[src/rtl/fifo_tx_drain_pkg.sv]
// Shared definitions for the FIFO-to-1553B transmit drain.
//   state_t        : drain FSM state encodings
//   TX_WORD_W      : 1553B data word width
//   MAX_MSG_WORDS  : longest message (word_cnt==0 encodes this)
//   msg_len()      : maps the 5-bit word_cnt field onto a 6-bit word count
package fifo_tx_drain_pkg;

  typedef enum logic [1:0] {
    ST_IDLE = 2'd0,
    ST_LOAD = 2'd1,
    ST_SEND = 2'd2
  } state_t;

  localparam int TX_WORD_W     = 16;
  localparam int MAX_MSG_WORDS = 32;
  localparam int WCNT_W        = 6;

  function automatic logic [WCNT_W-1:0] msg_len(input logic [4:0] word_cnt);
    return (word_cnt == 5'd0) ? WCNT_W'(MAX_MSG_WORDS) : {1'b0, word_cnt};
  endfunction

endpackage

[src/rtl/fifo_tx_drain_hw_ser.sv]
// tx_hw_serializer: holds one FIFO word and presents it a halfword at a time,
// lowest halfword first.
//   clk, rst_n : clock, async active-low reset
//   load, din  : capture a new FIFO word, index back to halfword 0
//   adv        : step to the next halfword (wraps after the last one)
//   clr        : zero the hold register and index
//   hw_data    : current halfword
//   hw_last    : current halfword is the top one of the word
module tx_hw_serializer
  import fifo_tx_drain_pkg::*;
#(
  parameter int DW_R = 32
) (
  input  logic                 clk,
  input  logic                 rst_n,
  input  logic                 load,
  input  logic                 adv,
  input  logic                 clr,
  input  logic [DW_R-1:0]      din,
  output logic [TX_WORD_W-1:0] hw_data,
  output logic                 hw_last
);

  localparam int HW = DW_R / TX_WORD_W;
  localparam int IW = (HW > 1) ? $clog2(HW) : 1;

  logic [HW-1:0][TX_WORD_W-1:0] hold;
  logic [IW-1:0]                idx;

  assign hw_last = (idx == IW'(HW - 1));
  assign hw_data = hold[idx];

  always_ff @(posedge clk or negedge rst_n) begin
    if (!rst_n) begin
      hold <= '0;
      idx  <= '0;
    end else if (clr) begin
      hold <= '0;
      idx  <= '0;
    end else if (load) begin
      hold <= din;
      idx  <= '0;
    end else if (adv) begin
      // wrap instead of running past the top halfword so the mux never
      // selects outside the hold register
      idx <= hw_last ? '0 : idx + IW'(1);
    end
  end

endmodule

[src/rtl/fifo_tx_drain.sv]
// fifo_tx_drain: pops words from a show-ahead FIFO and streams them to the
// 1553B encoder as 16-bit words over valid/ready.
//   clk, rst_n      : clock, async active-low reset
//   start, word_cnt : begin a message of word_cnt words (0 = 32), IDLE only
//   abort           : drop the current message, back to IDLE
//   fifo_empty/data : show-ahead FIFO head; fifo_rd pops it
//   tx_data/valid/ready/last : encoder handshake
//   busy            : not IDLE
//   done            : pulse after the last word is accepted
//   err_underrun    : pulse when the FIFO stays empty too long in LOAD
//   words_sent      : words accepted in the current/last message
module fifo_tx_drain
  import fifo_tx_drain_pkg::*;
#(
  parameter int DW_R        = 32,
  parameter int TIMEOUT_CYC = 1024,
  parameter int TO_W        = 10
) (
  input  logic            clk,
  input  logic            rst_n,
  input  logic            start,
  input  logic [4:0]      word_cnt,
  input  logic            abort,
  input  logic            fifo_empty,
  input  logic [DW_R-1:0] fifo_data,
  output logic            fifo_rd,
  output logic [15:0]     tx_data,
  output logic            tx_valid,
  input  logic            tx_ready,
  output logic            tx_last,
  output logic            busy,
  output logic            done,
  output logic            err_underrun,
  output logic [5:0]      words_sent
);

  // the counter advances to TIMEOUT_CYC-1 on the edge that aborts, so the
  // decision is taken while it still holds TIMEOUT_CYC-2
  localparam logic [TO_W-1:0] TO_LIM = TO_W'(TIMEOUT_CYC - 2);

  state_t            state, state_nxt;
  logic [5:0]        remaining;
  logic [TO_W-1:0]   to_cnt;
  logic              start_go, ld, adv, acc, to_fire, fin;
  logic              hw_last;

  tx_hw_serializer #(.DW_R(DW_R)) u_ser (
    .clk     (clk),
    .rst_n   (rst_n),
    .load    (ld),
    .adv     (adv),
    .clr     (start_go),
    .din     (fifo_data),
    .hw_data (tx_data),
    .hw_last (hw_last)
  );

  assign busy     = (state != ST_IDLE);
  assign tx_valid = (state == ST_SEND);
  assign tx_last  = tx_valid && (remaining == 6'd1);

  always_ff @(posedge clk or negedge rst_n) begin
    if (!rst_n) state <= ST_IDLE;
    else        state <= state_nxt;
  end

  always_comb begin
    state_nxt = state;
    start_go  = 1'b0;
    fifo_rd   = 1'b0;
    ld        = 1'b0;
    adv       = 1'b0;
    acc       = 1'b0;
    to_fire   = 1'b0;
    fin       = 1'b0;
    case (state)
      ST_IDLE: begin
        if (start && !abort) begin
          start_go  = 1'b1;
          state_nxt = ST_LOAD;
        end
      end
      ST_LOAD: begin
        if (abort) begin
          state_nxt = ST_IDLE;
        end else if (!fifo_empty) begin
          fifo_rd   = 1'b1;
          ld        = 1'b1;
          state_nxt = ST_SEND;
        end else if (to_cnt == TO_LIM) begin
          to_fire   = 1'b1;
          state_nxt = ST_IDLE;
        end
      end
      ST_SEND: begin
        if (abort) begin
          state_nxt = ST_IDLE;
        end else if (tx_ready) begin
          acc = 1'b1;
          adv = 1'b1;
          if (remaining == 6'd1) begin
            // leftover halfwords are dropped; the word is already popped
            fin       = 1'b1;
            state_nxt = ST_IDLE;
          end else if (hw_last) begin
            state_nxt = ST_LOAD;
          end
        end
      end
      default: state_nxt = ST_IDLE;
    endcase
  end

  always_ff @(posedge clk or negedge rst_n) begin
    if (!rst_n) begin
      remaining    <= '0;
      words_sent   <= '0;
      to_cnt       <= '0;
      done         <= 1'b0;
      err_underrun <= 1'b0;
    end else begin
      done         <= fin;
      err_underrun <= to_fire;
      if (start_go) begin
        remaining  <= msg_len(word_cnt);
        words_sent <= '0;
      end else if (acc) begin
        remaining  <= remaining - 6'd1;
        words_sent <= words_sent + 6'd1;
      end
      // any state other than LOAD zeroes the counter, so every entry starts fresh
      if (state != ST_LOAD)         to_cnt <= '0;
      else if (fifo_empty && !abort) to_cnt <= to_cnt + TO_W'(1);
    end
  end

endmodule
[config.mk]
export PLATFORM = sky130hd
export DESIGN_NAME = fifo_tx_drain
export DESIGN_NICKNAME = d
export VERILOG_FILES = /design/src/rtl/fifo_tx_drain_pkg.sv /design/src/rtl/fifo_tx_drain_hw_ser.sv /design/src/rtl/fifo_tx_drain.sv
export SDC_FILE = /design/constraint.sdc
export NUM_CORES = 1
export LEC_CHECK = 0
export CAP_MARGIN = 5
export CORE_MARGIN = 2
export CORE_UTILIZATION = 44
export CTS_CLUSTER_DIAMETER = 30
export DETAILED_ROUTE_END_ITERATION = 10
export GPL_ROUTABILITY_DRIVEN = 0
export PLACE_DENSITY_LB_ADDON = 0.3
export SLEW_MARGIN = 0
export SYNTH_ARGS = -nofsm -noshare
export SYNTH_HDL_FRONTEND = slang
export SYNTH_SLANG_ARGS = --single-unit
export TNS_END_PERCENT = 1
[constraint.sdc]
create_clock -name clk -period 1.64 [get_ports clk]
set_clock_uncertainty 0.1 [all_clocks]
set_input_delay 0.328 -clock clk [delete_from_list [all_inputs] [get_ports clk]]
set_output_delay 0.328 -clock clk [all_outputs]
set_load 0.01 [all_outputs]
# --- After elaboration in Yosys (flattened, before gate mapping) ---
# Index checks and enable logic that the tools add are counted.
classes:
  reduce_logical: 12
  n_mux: 40
  magnitude_cmp: 1
  eq_ne: 9
  shifts: 0
  div: 0
  addsub: 4
  multipliers: 0
  n_bitwise: 0
op_table:
  columns: ["op", "count"]
  rows:
  - ["$mux 32", 2]
  - ["$mux 16", 2]
  - ["$mux 6", 5]
  - ["$mux 1", 20]
  - ["$mux 10", 2]
  - ["$mux 2", 8]
  - ["$add 10x1->10 const B", 1]
  - ["$eq 10x10->1 const B", 1]
  - ["$reduce_bool 2->1", 4]
  - ["$add 6x1->6 const B", 1]
  - ["$eq 6x1->1 const B", 1]
  - ["$pmux 2 s3", 1]
  - ["$sub 6x1->6 const B", 1]
  - ["$logic_not 5->1", 1]
  - ["$ne 4x2->1 const B", 1]
  - ["$ne 4x4->1 const B", 1]
  - ["$reduce_and 4->1", 1]
  - ["$logic_and 1x1->1", 3]
  - ["$ne 3x2->1 const B", 1]
  - ["$reduce_bool 3->1", 1]
  - ["$eq 2x1->1 const B", 1]
  - ["$eq 2x2->1 const B", 1]
  - ["$logic_not 2->1", 1]
  - ["$lt 1x2->1 const B", 1]
  - ["other kinds (4)", 4]
totals:
  output_inout_bits: 28
  mem_bits_ro: 0
  inputBits: 43
  n_memories: 0
  reg_bits: 59
  ramBits: 0
  latchBits: 0

# --- Longest topological paths before layout ---
depth:
  depth_word: 6
  depth_mapped: 6
  mapped_depth_nobuf: 6

# --- Hierarchy ---
# Synthesis repeated with hierarchy kept, for this count alone.
hier_totals:
  hier_cells: 267
  hier_area_um2: 3001.6
by_module_without_submodules:
  columns: ["mod", "cells_each", "instances", "area_per_inst_um2", "seq_area_each_um2"]
  rows:
  - ["tx_hw_serializer", 125, 1, 1605.3, 825.8]
  - ["fifo_tx_drain", 142, 1, 1396.3, 650.6]

# --- Worst setup path before layout ---
# Ideal clock, no wire load.
synth_timing:
  path_type: "reg-to-reg"
  start: "register remaining[0]"
  end: "register state[0]"
  period_less_slack_ps: 1677
  n_path_buf: 0
  slack_ps: -37
  stages_incl_launch_ff: 6
  t_arrival_ps: 1500
  setup_ps: 77
  t_required_ps: 1463
  cell_sequence: "dfrtp_1 > ha_1 > nor3b_2 > and3_2 > or4_1 > a21oi_1"
synth_between:
  elab_chain_len: 5
synth_rtl:
  columns: ["item", "line_no", "source"]
  rows:
  - ["start, declared", "fifo_tx_drain.sv:42", "logic [5:0] remaining;"]
  - ["start signal, assigned", "fifo_tx_drain.sv:125", "remaining <= msg_len(word_cnt);"]
  - ["start signal, assigned", "fifo_tx_drain.sv:128", "remaining <= remaining - 6'd1;"]
  - ["$eq 6x1->1 (*)", "fifo_tx_drain.sv:101", "if (remaining == 6'd1) begin"]
  - ["$mux 2", "fifo_tx_drain.sv:101", null]
  - ["$mux 2", "fifo_tx_drain.sv:98", "end else if (tx_ready) begin"]
  - ["$mux 2", "fifo_tx_drain.sv:96", "if (abort) begin"]
  - ["$pmux 2 s3", "fifo_tx_drain.sv:76", "case (state)"]
  - ["end signal, assigned", "fifo_tx_drain.sv:64", "else state <= state_nxt;"]
  - ["end, declared", "fifo_tx_drain.sv:41", "state_t state, state_nxt;"]
# Every way passes the cells marked *; elsewhere a longest branch is shown, timed or not. The select of a mux whose other input is x is not followed.
# A chain may end at the register's enable or synchronous reset.

# --- Final worst setup path ---
layout_timing:
  start: "register remaining[1]"
  end: "output port tx_last"
layout_between:
  elab_chain_len: 2
layout_rtl:
  columns: ["item", "line_no", "source"]
  rows:
  - ["$eq 6x1->1", "fifo_tx_drain.sv:60", "assign tx_last = tx_valid && (remaining == 6'd1);"]
  - ["$logic_and 1x1->1", "fifo_tx_drain.sv:60", null]
  - ["end, declared", "fifo_tx_drain.sv:30", "output logic tx_last,"]
# No other way between the ends.

==> reports/results.env <==
WORST_IR_DROP_VDD_mV=0.620
DETAILEDPLACEMENTHPWL_MM=4.37
GRT_START_MAX_NET_PINS=60
DRIVE_GT1_FRAC=0.319
VIA_COUNT=2295
CORE_REGION_AREA_UM2=5960
ANT_NETS=0
CP.ARRIVAL_NS=1.45
ROWS=28
ANTENNA_VIOLATIONS_BEFORE_REPAIR=0
TIMING.CRITICAL_PATH.FROM_TYPE='flip-flop'
SYNTHDOMINANTAREACELLTYPE='sky130_fd_sc_hd__dfrtp_1'
WORST_PIN_SLEW_NS=0.311
YS_ASYNC_RST_SHARE=1.00
CTS_MAX_PATH_BUFFERS=2
WORSTSETUPENDPOINTTYPE='output pin'
CLK-INSERTION-DELAY-LATE_NS=0.33
SYNTHMOSTINSTANTIATEDCELL='sky130_fd_sc_hd__dfrtp_1'
ROUTE.DETAILED.WL_PER_INST_UM=16.3
TIMING.CRITICAL_PATH.SLOWEST_CELL_DELAY_NS=0.40
WHS_NS=0.400
SLEW_VIOLATIONS=0
SYNTHESIS.AREA_PER_INSTANCE_UM2=11.6
NUMBER_OF_BUFFERS_INSERTED_DURING_CLOCK_TREE_SYNTHESIS=9
CRIT_PATH_TOP_DELAY_CELL='sky130_fd_sc_hd__dfrtp_1'
VIA_COUNT_OF_THE_FIRST_GLOBAL_ROUTING_PASS=2364
FINALWIRELENGTH_MM=6.84
POWER.STATIC_LEAKAGE_nW=1.95
CTS_TREE='built'
SYNTH_TOP_CELLS_BY_AREA='sky130_fd_sc_hd__dfrtp_1 (54%), sky130_fd_sc_hd__a22o_1 (10%), sky130_fd_sc_hd__mux2_2 (6.6%), sky130_fd_sc_hd__xor2_1 (3.2%), sky130_fd_sc_hd__nor2_1 (2.5%)'
WORST-R2R-SETUP-SLACK_NS=-0.22
POST_LAYOUT_NONFILLER_INSTANCES=420
POWER_DENSITY_nW_PER_UM2=961
CLOCKROOTBUFFER='sky130_fd_sc_hd__clkbuf_8'
MAXCAPVIOLATIONS=0
POST-ROUTE-WORST-SETUP-SLACK_NS=-0.237
FP.DIEH_UM=82.7
GRT.TOTAL_USAGE=0.214
CLKSLEWWORSTSETUPHOLDPATHS_NS=0.07
OUTCOME='finished, violations left'
SYNTH-SEQ-CELLS=59
TIMING_LIMITED_MAXIMUM_FREQUENCY_GHz=0.533
CRITICAL_PATH_REQUIRED_NS=1.21
MAPPEDNETLISTAREA_UM2=2730
DIE_X_UM=82.7
DRT_PRE_ANTENNA_ITERS=4
FINALHOLDVIOLCOUNT=0
DRT-VIAS-PER-INSTANCE=5.46
MIN-DELAY-PATH-CLASS='flip-flop to flip-flop'
NUMBER_OF_PLACED_CELLS_COUNTING_WELL_TAPS=396
POST_SYNTH_INST_COUNT=234
ANTENNA_FIX_CELLS=0
DIE_AREA_UM2=6840
YS_TYPES=38
PLACEMENT.IO_BUFFERS=70
LAYOUT_MIN_CYCLE_TIME_NS=1.88
SYNTH_COMMON_CELLS='sky130_fd_sc_hd__dfrtp_1 (59), sky130_fd_sc_hd__a22o_1 (32), sky130_fd_sc_hd__nor2_1 (18)'
LAYOUT-AREA-OVERHEAD-VS-SYNTH_PCT=53.7
DRT_ITER0_DRC=123
SYNTH_TOP_FLOP_CELL='sky130_fd_sc_hd__dfrtp_1'
SYN-NUM-NETS=282
NUMBER_OF_SYNTHESIZED_FLOPS_WITH_AN_ENABLE_PIN=0
NUMBER_OF_ENDPOINTS_FAILING_SETUP_AT_THE_FINAL_STAGE=57
INITIAL_UTILIZATION=0.458
REMAINING_DESIGN_RULE_VIOLATION_COUNT=0
FINALNETCOUNT=389
CRITICAL_PATH.REG2REG.STARTPOINT='remaining[1]'
YS.WARNINGS.COUNT=0
SHARE_OF_SYNTHESIZED_AREA_OCCUPIED_BY_FLIP_FLOPS_AND_LATCHES=0.542
REMAINING_MAX_SLEW_BUDGET_AT_THE_TIGHTEST_PIN=0.793
VIOLATIONS='setup timing'
TIMING.FINAL.CRIT_SHARE=1.14
SETUP.WORST_PATH.CLASS='flip-flop to output pin'
PATH_CELLS='inv_2 -> ha_4 -> nor3b_4 -> and3_4 -> buf_6'
DESIGN.PORTCOUNT=71
CP-STARTPOINT='remaining[1]'
TIMING.CRITICAL_PATH.FANOUT_MAX=2
GRT_SETUP_UNREPAIRED='true'
GRT-OVFL-TOTAL=0
POST-SYNTH-TOP-AREA-FRACTION=0.542
GRT_PASS1_WL_MM=10.9
HTREE_LEVELS=3
CLKSINKCOUNT=59
HOLD_PATH_STARTPOINT='words_sent[4]'
-- layout make-up --
class,count,area [µm²]
fill,430,1770
sequential,59,1480
multi-input combinational,158,1320
timing repair buffer,109,1080
clock buffer,11,151
tap,75,93.8
clock inverter,4,50.0
inverter,4,15.0
-- cells by family (layout without fill, tap and decap cells) --
group	Yosys count	after routing	share of synthesized area
AOI/OAI and AO/OA	45	45	0.136
xor gates and xnor gates	14	14	0.0450
adders and majority gates	5	5	0.0230
buffers and inverters	17	128	0.0285
DFF	59	59	0.542
muxes	16	16	0.0661
and+or+nand+nor	78	78	0.160
-- report_power, final --
part           total [mW]  internal [mW]  leakage, nW  switching [mW]
combinational       0.989          0.593         1.06           0.396
clock                1.33          0.773       0.0974           0.558
sequential           1.71           1.60        0.798           0.109
total                4.03           2.96         1.95            1.06
-- cells in the final DEF (no fill, tap or decap), types with 2 or more instances in the layout --
cell / n
sky130_fd_sc_hd__clkinvlp_4: 2
sky130_fd_sc_hd__ha_1: 4
sky130_fd_sc_hd__buf_6: 21
sky130_fd_sc_hd__dlygate4sd2_1: 7
sky130_fd_sc_hd__o211ai_1: 2
sky130_fd_sc_hd__clkbuf_8: 11
sky130_fd_sc_hd__xor2_1: 10
sky130_fd_sc_hd__nand2_1: 15
sky130_fd_sc_hd__nor4_2: 2
sky130_fd_sc_hd__o21ai_1: 3
sky130_fd_sc_hd__buf_4: 28
sky130_fd_sc_hd__xnor2_1: 4
sky130_fd_sc_hd__buf_12: 5
sky130_fd_sc_hd__nor3_1: 4
sky130_fd_sc_hd__a221o_1: 2
sky130_fd_sc_hd__nand3_1: 7
sky130_fd_sc_hd__mux2_4: 15
sky130_fd_sc_hd__dfrtp_1: 58
sky130_fd_sc_hd__nand4_1: 8
sky130_fd_sc_hd__inv_1: 3
sky130_fd_sc_hd__and3_1: 3
sky130_fd_sc_hd__buf_2: 4
sky130_fd_sc_hd__a22o_1: 32
sky130_fd_sc_hd__clkdlybuf4s50_1: 42
sky130_fd_sc_hd__and3_4: 2
sky130_fd_sc_hd__or3b_1: 2
sky130_fd_sc_hd__nor2_1: 18
-- layer usage --
metal  track usage  vias up  wire length [µm]
met5             0        -                 0
li1              -     1069                 -
met1         0.282     1149              3100
met3        0.0337       11               258
met4        0.0951        0               122
met2         0.350       66              3360
-- through the flow --
step	power (mW)	TNS (ns)	setup slack, ns	cell area (µm²)	util
after floorplan	2.08	-0.0254	-0.0254	2740	-
after global placement	2.53	-23.99	-0.466	3740	0.628
after detailed placement	2.56	-25.83	-0.506	3740	0.628
after CTS	3.98	-10.46	-0.253	4090	0.686
after global routing	4.22	-7.87	-0.305	4190	0.703
final	4.03	-4.06	-0.237	4190	0.703
-- worst max-delay path: cells and delay by family (launching register included) --
kind                     cells  cell delay [ns]
adder cells (fa/ha/maj)      1             0.12
buffers and inverters        2             0.17
AND/OR/NAND/NOR              2             0.42
flip-flops                   1             0.40
-- final timing paths --
kind / endpoint / cells after the start
max in group asynchronous: u_ser.hw_last / 3
hold reg to reg: words_sent[4] / 1
setup / recovery: tx_last / 5
min in group asynchronous: remaining[5] / 3
hold / removal: words_sent[4] / 1
setup reg to reg: state[0] / 7
-- flip-flops by register name, indices dropped and copies added (netlist names) --
| name | flops |
|---|---|
| u_ser.hold | 32 |
| to_cnt | 10 |
| remaining | 6 |
| words_sent | 6 |
| state | 2 |
| done | 1 |
| err_underrun | 1 |
| u_ser.hw_last | 1 |
-- repair_timing --
item                       CTS  global route
hold buffers                 1             0
resized for setup          116            29
setup buffers                6             1
hold endpoints to repair    59             0
cloned                       1             0
setup endpoints to repair   65            68
pin swaps                    5            10
No activity file was read; power rests on OpenSTA's default activity.
